===== config.mk =====
export PLATFORM = sky130hd
export DESIGN_NAME = dmi_host_arbiter
export DESIGN_NICKNAME = d
export VERILOG_FILES = /design/src/rtl/dm_pkg.sv /design/src/rtl/dmi_rr_arbiter.sv /design/src/rtl/dmi_host_arbiter.sv
export SDC_FILE = /design/constraint.sdc
export NUM_CORES = 1
export LEC_CHECK = 0
export CAP_MARGIN = 40
export CELL_PAD_IN_SITES_DETAIL_PLACEMENT = 0
export CELL_PAD_IN_SITES_GLOBAL_PLACEMENT = 2
export CORE_MARGIN = 2
export CORE_UTILIZATION = 26
export DETAILED_ROUTE_END_ITERATION = 7
export GPL_TIMING_DRIVEN = 0
export MAX_ROUTING_LAYER = met4
export PLACE_DENSITY_LB_ADDON = 0.1
export SLEW_MARGIN = 20
export SYNTH_ARGS = -nofsm -noshare
export SYNTH_HDL_FRONTEND = slang
export SYNTH_SLANG_ARGS = --single-unit

===== constraint.sdc =====
create_clock -name clk -period 7.31 [get_ports clk]
set_input_delay 1.462 -clock clk [delete_from_list [all_inputs] [get_ports clk]]
set_output_delay 1.462 -clock clk [all_outputs]
set_load 0.02 [all_outputs]

===== src/rtl/dm_pkg.sv =====
// Shared debug-module types: DTM op encoding, DMI response codes and arbiter states.
package dm;

    typedef enum logic [1:0] {
        DTM_NOP   = 2'h0,
        DTM_READ  = 2'h1,
        DTM_WRITE = 2'h2
    } dtm_op_e;

    localparam logic [1:0] DTM_SUCCESS = 2'h0;
    localparam logic [1:0] DTM_ERR     = 2'h2;
    localparam logic [1:0] DTM_BUSY    = 2'h3;

    typedef enum logic [1:0] {
        ARB_IDLE   = 2'h0,
        ARB_ISSUE  = 2'h1,
        ARB_WAIT   = 2'h2,
        ARB_RETURN = 2'h3
    } arb_state_e;

endpackage


===== src/rtl/dmi_rr_arbiter.sv =====
// Combinational round-robin pick: first requester at or after ptr_i, wrapping around.
module dmi_rr_arbiter #(
    parameter int unsigned NUM_HOSTS = 2,
    localparam int unsigned OW = (NUM_HOSTS > 1) ? $clog2(NUM_HOSTS) : 1
) (
    input  logic [NUM_HOSTS-1:0] req_i,
    input  logic [OW-1:0]        ptr_i,
    output logic [OW-1:0]        idx_o,
    output logic                 valid_o
);

    localparam int unsigned SW = OW + 1;

    logic [2*NUM_HOSTS-1:0] dbl;
    logic [NUM_HOSTS-1:0]   rot;
    logic [SW-1:0]          sum;
    logic                   found;

    // rot[k] is the request of host (ptr_i + k) mod NUM_HOSTS
    assign dbl = {req_i, req_i} >> ptr_i;
    assign rot = dbl[NUM_HOSTS-1:0];

    always_comb begin
        idx_o = '0;
        found = 1'b0;
        sum   = '0;
        for (int unsigned k = 0; k < NUM_HOSTS; k++) begin
            if (!found && rot[k]) begin
                found = 1'b1;
                sum   = {1'b0, ptr_i} + SW'(k);
                if (sum >= SW'(NUM_HOSTS)) begin
                    sum = sum - SW'(NUM_HOSTS);
                end
                idx_o = sum[OW-1:0];
            end
        end
        valid_o = found;
    end

endmodule


===== src/rtl/dmi_host_arbiter.sv =====
// Round-robin DMI arbiter: one transaction in flight, responses routed to the issuer,
// local NOP answers and a watchdog that fails and clears a stalled DM transaction.
module dmi_host_arbiter
    import dm::*;
#(
    parameter int unsigned NUM_HOSTS      = 2,
    parameter int unsigned ABITS          = 7,
    parameter int unsigned DBITS          = 32,
    parameter int unsigned TIMEOUT_CYCLES = 1024,
    localparam int unsigned OW = (NUM_HOSTS > 1) ? $clog2(NUM_HOSTS) : 1
) (
    input  logic                       clk,
    input  logic                       rst_i,
    input  logic [NUM_HOSTS-1:0]       host_req_valid_i,
    output logic [NUM_HOSTS-1:0]       host_req_ready_o,
    input  logic [NUM_HOSTS*ABITS-1:0] host_req_addr_i,
    input  logic [NUM_HOSTS*DBITS-1:0] host_req_data_i,
    input  logic [NUM_HOSTS*2-1:0]     host_req_op_i,
    output logic [NUM_HOSTS-1:0]       host_resp_valid_o,
    input  logic [NUM_HOSTS-1:0]       host_resp_ready_i,
    output logic [DBITS-1:0]           host_resp_data_o,
    output logic [1:0]                 host_resp_resp_o,
    input  logic [NUM_HOSTS-1:0]       host_clear_i,
    output logic                       dmi_req_valid_o,
    input  logic                       dmi_req_ready_i,
    output logic [ABITS-1:0]           dmi_req_addr_o,
    output logic [DBITS-1:0]           dmi_req_data_o,
    output logic [1:0]                 dmi_req_op_o,
    input  logic                       dmi_resp_valid_i,
    output logic                       dmi_resp_ready_o,
    input  logic [DBITS-1:0]           dmi_resp_data_i,
    input  logic [1:0]                 dmi_resp_resp_i,
    output logic                       dmi_clear_o,
    output logic [OW-1:0]              owner_o,
    output logic                       busy_o
);

    arb_state_e        state_q, state_d;
    logic [OW-1:0]     owner_q, owner_d;
    logic [OW-1:0]     ptr_q, ptr_d;
    logic [ABITS-1:0]  addr_q, addr_d;
    logic [DBITS-1:0]  data_q, data_d;
    dtm_op_e           op_q, op_d;
    logic [DBITS-1:0]  rdata_q, rdata_d;
    logic [1:0]        rresp_q, rresp_d;
    logic              clear_q, clear_d;

    logic [OW-1:0]     win_idx;
    logic              win_valid;
    logic [ABITS-1:0]  win_addr;
    logic [DBITS-1:0]  win_data;
    dtm_op_e           win_op;
    logic              owner_clr_c;
    logic              owner_rdy_c;
    logic              timeout_c;
    logic [OW-1:0]     ptr_next_c;

    dmi_rr_arbiter #(.NUM_HOSTS(NUM_HOSTS)) u_rr (
        .req_i   (host_req_valid_i),
        .ptr_i   (ptr_q),
        .idx_o   (win_idx),
        .valid_o (win_valid)
    );

    // Per-host muxing with constant selects
    always_comb begin
        win_addr    = '0;
        win_data    = '0;
        win_op      = DTM_NOP;
        owner_clr_c = 1'b0;
        owner_rdy_c = 1'b0;
        for (int unsigned h = 0; h < NUM_HOSTS; h++) begin
            if (win_idx == OW'(h)) begin
                win_addr = host_req_addr_i[h*ABITS +: ABITS];
                win_data = host_req_data_i[h*DBITS +: DBITS];
                win_op   = dtm_op_e'(host_req_op_i[h*2 +: 2]);
            end
            if (owner_q == OW'(h)) begin
                owner_clr_c = host_clear_i[h];
                owner_rdy_c = host_resp_ready_i[h];
            end
        end
    end

    assign ptr_next_c = (owner_q == OW'(NUM_HOSTS - 1)) ? '0 : owner_q + OW'(1);

    // Watchdog is zero outside ISSUE/WAIT, so it restarts on every ISSUE entry
    if (TIMEOUT_CYCLES > 0) begin : g_wdog
        localparam int unsigned WW = $clog2(TIMEOUT_CYCLES + 1);
        logic [WW-1:0] wdog_q, wdog_d;
        logic          counting;

        assign counting  = (state_q == ARB_ISSUE) || (state_q == ARB_WAIT);
        assign timeout_c = counting && (wdog_q == WW'(TIMEOUT_CYCLES - 1));

        always_comb begin
            wdog_d = '0;
            if (counting) begin
                wdog_d = wdog_q + WW'(1);
            end
        end

        always_ff @(posedge clk or posedge rst_i) begin
            if (rst_i) begin
                wdog_q <= '0;
            end else begin
                wdog_q <= wdog_d;
            end
        end
    end else begin : g_no_wdog
        assign timeout_c = 1'b0;
    end

    always_ff @(posedge clk or posedge rst_i) begin
        if (rst_i) begin
            state_q <= ARB_IDLE;
            owner_q <= '0;
            ptr_q   <= '0;
            addr_q  <= '0;
            data_q  <= '0;
            op_q    <= DTM_NOP;
            rdata_q <= '0;
            rresp_q <= '0;
            clear_q <= 1'b0;
        end else begin
            state_q <= state_d;
            owner_q <= owner_d;
            ptr_q   <= ptr_d;
            addr_q  <= addr_d;
            data_q  <= data_d;
            op_q    <= op_d;
            rdata_q <= rdata_d;
            rresp_q <= rresp_d;
            clear_q <= clear_d;
        end
    end

    // Owner clear beats everything; a DM response beats a same-cycle timeout
    always_comb begin
        state_d          = state_q;
        owner_d          = owner_q;
        ptr_d            = ptr_q;
        addr_d           = addr_q;
        data_d           = data_q;
        op_d             = op_q;
        rdata_d          = rdata_q;
        rresp_d          = rresp_q;
        clear_d          = 1'b0;
        host_req_ready_o = '0;
        case (state_q)
            ARB_IDLE: begin
                clear_d = |host_clear_i;
                if (win_valid) begin
                    for (int unsigned h = 0; h < NUM_HOSTS; h++) begin
                        host_req_ready_o[h] = (win_idx == OW'(h)) && !rst_i;
                    end
                    owner_d = win_idx;
                    addr_d  = win_addr;
                    data_d  = win_data;
                    op_d    = win_op;
                    if (win_op == DTM_NOP) begin
                        rdata_d = '0;
                        rresp_d = DTM_SUCCESS;
                        state_d = ARB_RETURN;
                    end else begin
                        state_d = ARB_ISSUE;
                    end
                end
            end
            ARB_ISSUE: begin
                if (owner_clr_c) begin
                    clear_d = 1'b1;
                    ptr_d   = ptr_next_c;
                    state_d = ARB_IDLE;
                end else if (timeout_c) begin
                    clear_d = 1'b1;
                    rdata_d = '0;
                    rresp_d = DTM_ERR;
                    state_d = ARB_RETURN;
                end else if (dmi_req_ready_i) begin
                    state_d = ARB_WAIT;
                end
            end
            ARB_WAIT: begin
                if (owner_clr_c) begin
                    clear_d = 1'b1;
                    ptr_d   = ptr_next_c;
                    state_d = ARB_IDLE;
                end else if (dmi_resp_valid_i) begin
                    rdata_d = dmi_resp_data_i;
                    rresp_d = dmi_resp_resp_i;
                    state_d = ARB_RETURN;
                end else if (timeout_c) begin
                    clear_d = 1'b1;
                    rdata_d = '0;
                    rresp_d = DTM_ERR;
                    state_d = ARB_RETURN;
                end
            end
            ARB_RETURN: begin
                if (owner_clr_c) begin
                    clear_d = 1'b1;
                    ptr_d   = ptr_next_c;
                    state_d = ARB_IDLE;
                end else if (owner_rdy_c) begin
                    ptr_d   = ptr_next_c;
                    state_d = ARB_IDLE;
                end
            end
            default: state_d = ARB_IDLE;
        endcase
    end

    always_comb begin
        host_resp_valid_o = '0;
        for (int unsigned h = 0; h < NUM_HOSTS; h++) begin
            host_resp_valid_o[h] = (state_q == ARB_RETURN) && (owner_q == OW'(h));
        end
    end

    assign dmi_req_valid_o  = (state_q == ARB_ISSUE);
    assign dmi_resp_ready_o = (state_q == ARB_WAIT);
    assign busy_o           = (state_q != ARB_IDLE);
    assign dmi_req_addr_o   = addr_q;
    assign dmi_req_data_o   = data_q;
    assign dmi_req_op_o     = op_q;
    assign host_resp_data_o = rdata_q;
    assign host_resp_resp_o = rresp_q;
    assign dmi_clear_o      = clear_q;
    assign owner_o          = owner_q;

endmodule


* Yosys cells after proc, flatten, opt, wreduce, memory -nomap -nowiden
Index checks and enable logic that the tools add are counted.
** Word-level totals
- Flip-flop bits (word level) :: 91
- Latch bits :: 0
- RAM bits :: 0
- Bits in read-only memories :: 0
- Input port bits :: 126
- Output and inout bits :: 84
- Logic and storage cells :: 102
- Memories :: 0
** Cells by class
- Add/subtract/negate cells :: 5
- $mul :: 0
- Divide/modulo/power cells :: 0
- Order comparisons :: 2
- Equal/unequal tests :: 12
- Shifts and indexed selects :: 1
- Mux-type cells :: 50
- Bitwise logic cells :: 2
- Reductions and logical operators :: 20
** Operators by type and width (count)
- 32-bit 2-to-1 mux :: 7
- 32-bit case mux with 3 select lines :: 1
- 2-bit 2-to-1 mux :: 19
- 1-bit 2-to-1 mux :: 17
- 11-bit by 1-bit adder with 11-bit output (second input constant) :: 1
- 11-bit by 10-bit == test with 1-bit output (second input constant) :: 1
- 11-bit 2-to-1 mux :: 1
- 2-bit case mux with 4 select lines :: 1
- 7-bit 2-to-1 mux :: 1
- 1-bit logical AND :: 6
- 2-bit inequality test (second input constant) :: 3
- 2-bit case mux with 3 select lines :: 1
- 5-bit AND reduction :: 1
- 2-bit == test (second input constant) :: 2
- 2-bit zero test :: 2
- 2-bit by 1-bit inequality test with 1-bit output (second input constant) :: 2
- 4-bit by 1-bit inequality test with 1-bit output (second input constant) :: 1
- 4-bit by 2-bit inequality test with 1-bit output (second input constant) :: 1
- 1-bit case mux with 4 select lines :: 1
- 4-bit AND reduction :: 1
- 2-bit nonzero test :: 2
- 2-bit OR reduction :: 2
- 4-bit by 1-bit right shift with 2-bit output :: 1
- 3-bit inequality test (second input constant) :: 1
- 13 further kinds :: 16

* Depth between registers and ports, before layout
- Depth in word-level cells :: 10
- Mapped depth :: 8
- Mapped depth without buffers :: 6

* By module
From an unflattened synthesis, not the netlist that was laid out.
** Unflattened totals
- Cell total of the unflattened synthesis :: 374
- Area, all modules :: 4124.0 um^2
** Modules (own cells, without submodules)
- dmi_host_arbiter :: times used 1, cells an instance 371, area each 4106.4 um^2, sequential area each 2277.2 um^2
- dmi_rr_arbiter :: times used 1, cells an instance 3, area each 17.5 um^2, sequential area each 0.0 um^2

* Least setup slack after synthesis
Ideal clock, no wire load.
- Path type :: input port to output port
- Start :: input host_req_valid_i[0]
- End :: output host_req_ready_o[0]
- Arrival time :: 2447 ps
- Required time :: 5848 ps
- Setup slack :: 3401 ps
- Stages :: 4
- Path buffers :: 2
- Cells stage by stage :: o21ai_1 > clkbuf_1 > clkbuf_1 > nor3_1
** Between the ends
- Longest elaborated chain between the ends :: 9
- Elaborated cells between the ends (all ways) :: 11
- Classes of those cells :: shift (1); mux (6); bitwise (1); reduce/logical (3)
** RTL lines
- start, declared :: RTL line dmi_host_arbiter.sv:14 : input logic [NUM_HOSTS-1:0] host_req_valid_i,
- 4-bit by 1-bit right shift with 2-bit output * :: RTL line dmi_rr_arbiter.sv:20 : assign dbl = {req_i, req_i} >> ptr_i;
- 1-bit 2-to-1 mux :: RTL line dmi_rr_arbiter.sv:28 : if (!found && rot[k]) begin
- 1-bit zero test :: RTL line dmi_rr_arbiter.sv:28
- 1-bit logical AND :: RTL line dmi_rr_arbiter.sv:28
- 1-bit 2-to-1 mux :: RTL line dmi_rr_arbiter.sv:28
- 1-bit NOT :: RTL line dmi_host_arbiter.sv:155 : host_req_ready_o[h] = (win_idx == OW'(h)) && !rst_i;
- 1-bit logical AND :: RTL line dmi_host_arbiter.sv:155
- 2-bit 2-to-1 mux * :: RTL line dmi_host_arbiter.sv:153 : if (win_valid) begin
- 2-bit 2-to-1 mux * :: RTL line dmi_host_arbiter.sv:150 : case (state_q)
- end, declared :: RTL line dmi_host_arbiter.sv:15 : output logic [NUM_HOSTS-1:0] host_req_ready_o,
Mark *: on every way between the ends. The rest lies on a longest branch, timed or not.

* Worst setup path in the final report
- Start :: input host_req_valid_i[1]
- End :: output host_req_ready_o[0]
The elaborated chain is that of the path after synthesis.

==> flow_summary.toml <==
[run_status]
status = "finished clean"

[synthesis]
synthesis.nets = 563
avgSynthCellArea_sq_um = 10.47
synth_top_cell_by_area = "dfrtp_1"
ys_top_cells_by_area = "dfrtp_1 (50%), mux2i_1 (9.5%), a22o_1 (6.4%)"
synth.top_cell.area_share_pct = 50.47
synthArstFlopShare_pct = 100.0
synth_edf_count = 0
synthFlopType = "dfrtp_1"
yosysSeqAreaShare_pct = 50.47
synth.distinct_cells = 43
ys_seq_elements = 91
syn_area_sq_um = 4512
yosys_warnings = 0
netlist_instances = 431

[grt]
grt_max_degree = 59
first_global_vias = 4079
grt_first_pass_wirelength_um = 22060
antenna_found_initial = 0
overflow = 0
grt_usage_pct = 15.82

[cts]
cts_resized = 0
clock_path_buffers = 2
htreeDepth = 3
cts.sink_count = 91
cts_root_buf = "clkbuf_16"
insertion_delay_ns = 0.34
tritoncts = "built"
postCtsHoldBufs = 0
post-cts-setup-buffer-count = 0
cts_buffers = 9
cts.clk_slew.worst_paths_ns = 0.06

[die]
rows = 48
start_util_pct = 26.36
die-area_sq_um = 18420
core-area_sq_um = 17120
ios = 210
die_x_um = 135.7
die_y_um = 135.7

[layout]
layout-drive-gt1-share_pct = 5.632
syn2layout_area_growth_pct = 60.57
n_antenna_cell = 0
mostFrequentLayoutCell = "clkdlybuf4s50_1"
postLayoutCellArea_sq_um = 7244
layout_common_cells = "clkdlybuf4s50_1 (209), dfrtp_1 (91), nand2_1 (48)"
fillCellCount = 1635
nNetsFinal = 784

[sta]
fin_crit_sh_pct = 70.00
period_minus_slack_ns = 5.117
hold_viol = 0
max_freq_mhz = 195.4
slew_viol_final = 0
finClkSkew_ns = 0.004562
setup_viol_count_final = 0
worstMarginPinSlew_ns = 0.5107
slew_headroom_pct = 65.95
setup_slack_ns = 2.193
grt_setup_unrepaired = "no"
tns_ns = 0

[pwr]
leakagePower_uw = 0.003153
p_per_area_nw_per_um2 = 386.9
ir_drop_v = 0.0001515
totalPowerFinal_uw = 2803

[setup_path]
worstSetupStartpointType = "input pin"
crit_path_end_kind = "output port"
worstSetupPathType = "input pin to output port"
crit_arrival_ns = 3.66
required_ns = 5.85
path_max_fanout = 10

[route]
drtIter0Drc = 175
drt-wirelength-per-cell_um = 15.63
num_vias = 3983
drtPass1Iterations = 4
final_antenna_net_count = 0
finalWirelength_um = 13790
drc = 0
viasPerCell = 4.516

[flow_run]
drv_cap = 0

[placed_design]
dp_hpwl_um = 10420
dp_slack_ns = 2.124
place_congestion = 0.7397
io_buffers = 209
dpl_cell_area_sq_um = 6918

[min_path]
hp-class = "register to register"
-- metal layers --
layer  GRT usage [%]  up-vias  share of wire, %  wire length (um)
met5               -        -                 0                 0
met4           4.861        0               1.3               184
met3           5.238       12               9.0              1241
met2           23.54      148                45              6185
met1           20.44     1853                45              6175
li1                -     1970                 -                 -
-- worst paths after layout --
| kind | slack (ns) | cells past startpoint | startpoint | to |
|---|---|---|---|---|
| max reg2reg | 4.92 | 8 | state_q[0] | host_resp_resp_o[1] |
| min reg2reg | 0.48 | 2 | dmi_req_data_o[30] | dmi_req_data_o[30] |
| min in group asynchronous | 1.55 | 2 | rst_i | dmi_req_data_o[0] |
| min | 0.48 | 2 | dmi_req_data_o[30] | dmi_req_data_o[30] |
| max | 2.19 | 6 | host_req_valid_i[1] | host_req_ready_o[0] |
| max in group asynchronous | 5.15 | 3 | rst_i | dmi_req_data_o[29] |
-- cell families after synthesis --
| family | share of synthesized area, % |
|---|---|
| flip-flops | 50.47 |
| multiplexers | 10.12 |
| XOR/XNOR | 1.553 |
| buffers and inverters | 3.966 |
| AND/OR/NAND/NOR | 12.17 |
| AO/OA/AOI/OAI | 20.05 |
| adder cells (fa/ha/maj) | 1.664 |
-- layout make-up --
cell class	count	area (sq um)	area share [%]
flip-flops and latches	91	2277	31.43
repair buffers	210	2120	29.26
multi-input cells	303	2056	28.38
well taps	225	281.5	3.886
clock buffers	9	225.2	3.109
plain buffers	32	160.2	2.211
clock inverters	7	101.3	1.399
inverters	5	23.77	0.3282
-- flip-flops by register name, indices dropped and copies added, names as in the netlist --
name	cells
dmi_clear_o	1
dmi_req_addr_o	7
dmi_req_data_o	32
dmi_req_op_o	2
g_wdog.wdog_q	11
host_resp_data_o	32
host_resp_resp_o	2
owner_o	1
ptr_q	1
state_q	2
-- per-stage QoR --
| step | instances | hold slack, ns | util, % |
|---|---|---|---|
| floorplan | 431 | 0.4515 | - |
| global placement | 865 | 0.4611 | 40.23 |
| detailed placement | 866 | 0.4690 | 40.42 |
| CTS | 882 | 0.4841 | 42.32 |
| global route | 882 | 0.5026 | 42.32 |
| finish | 882 | 0.4777 | 42.32 |
-- cells in the mapped netlist (all sizes together) (8+ instances only) --
cell	n
nand2	48
nor2	8
mux2i	43
a22o	33
nand2b	20
dfrtp	91
o21bai	19
buf	11
clkbuf	21
and2	10
a21oi	26
o21ai	48
-- worst max-delay path, cell delays in order --
cell and delay (ns):
clkdlybuf4s50_1 0.48, o21ai_1 0.28, clkbuf_1 0.35, clkbuf_1 0.42, nor3_1 0.09, clkdlybuf4s50_1 0.57
-- report_power, final --
group	internal (uW)	switching [uW]	total (uW)
Clock	303	208	510
Combinational	683	816	1500
Sequential	688	105	794
Total	1670	1130	2800
Note: power is estimated with default switching activity, not from simulation.
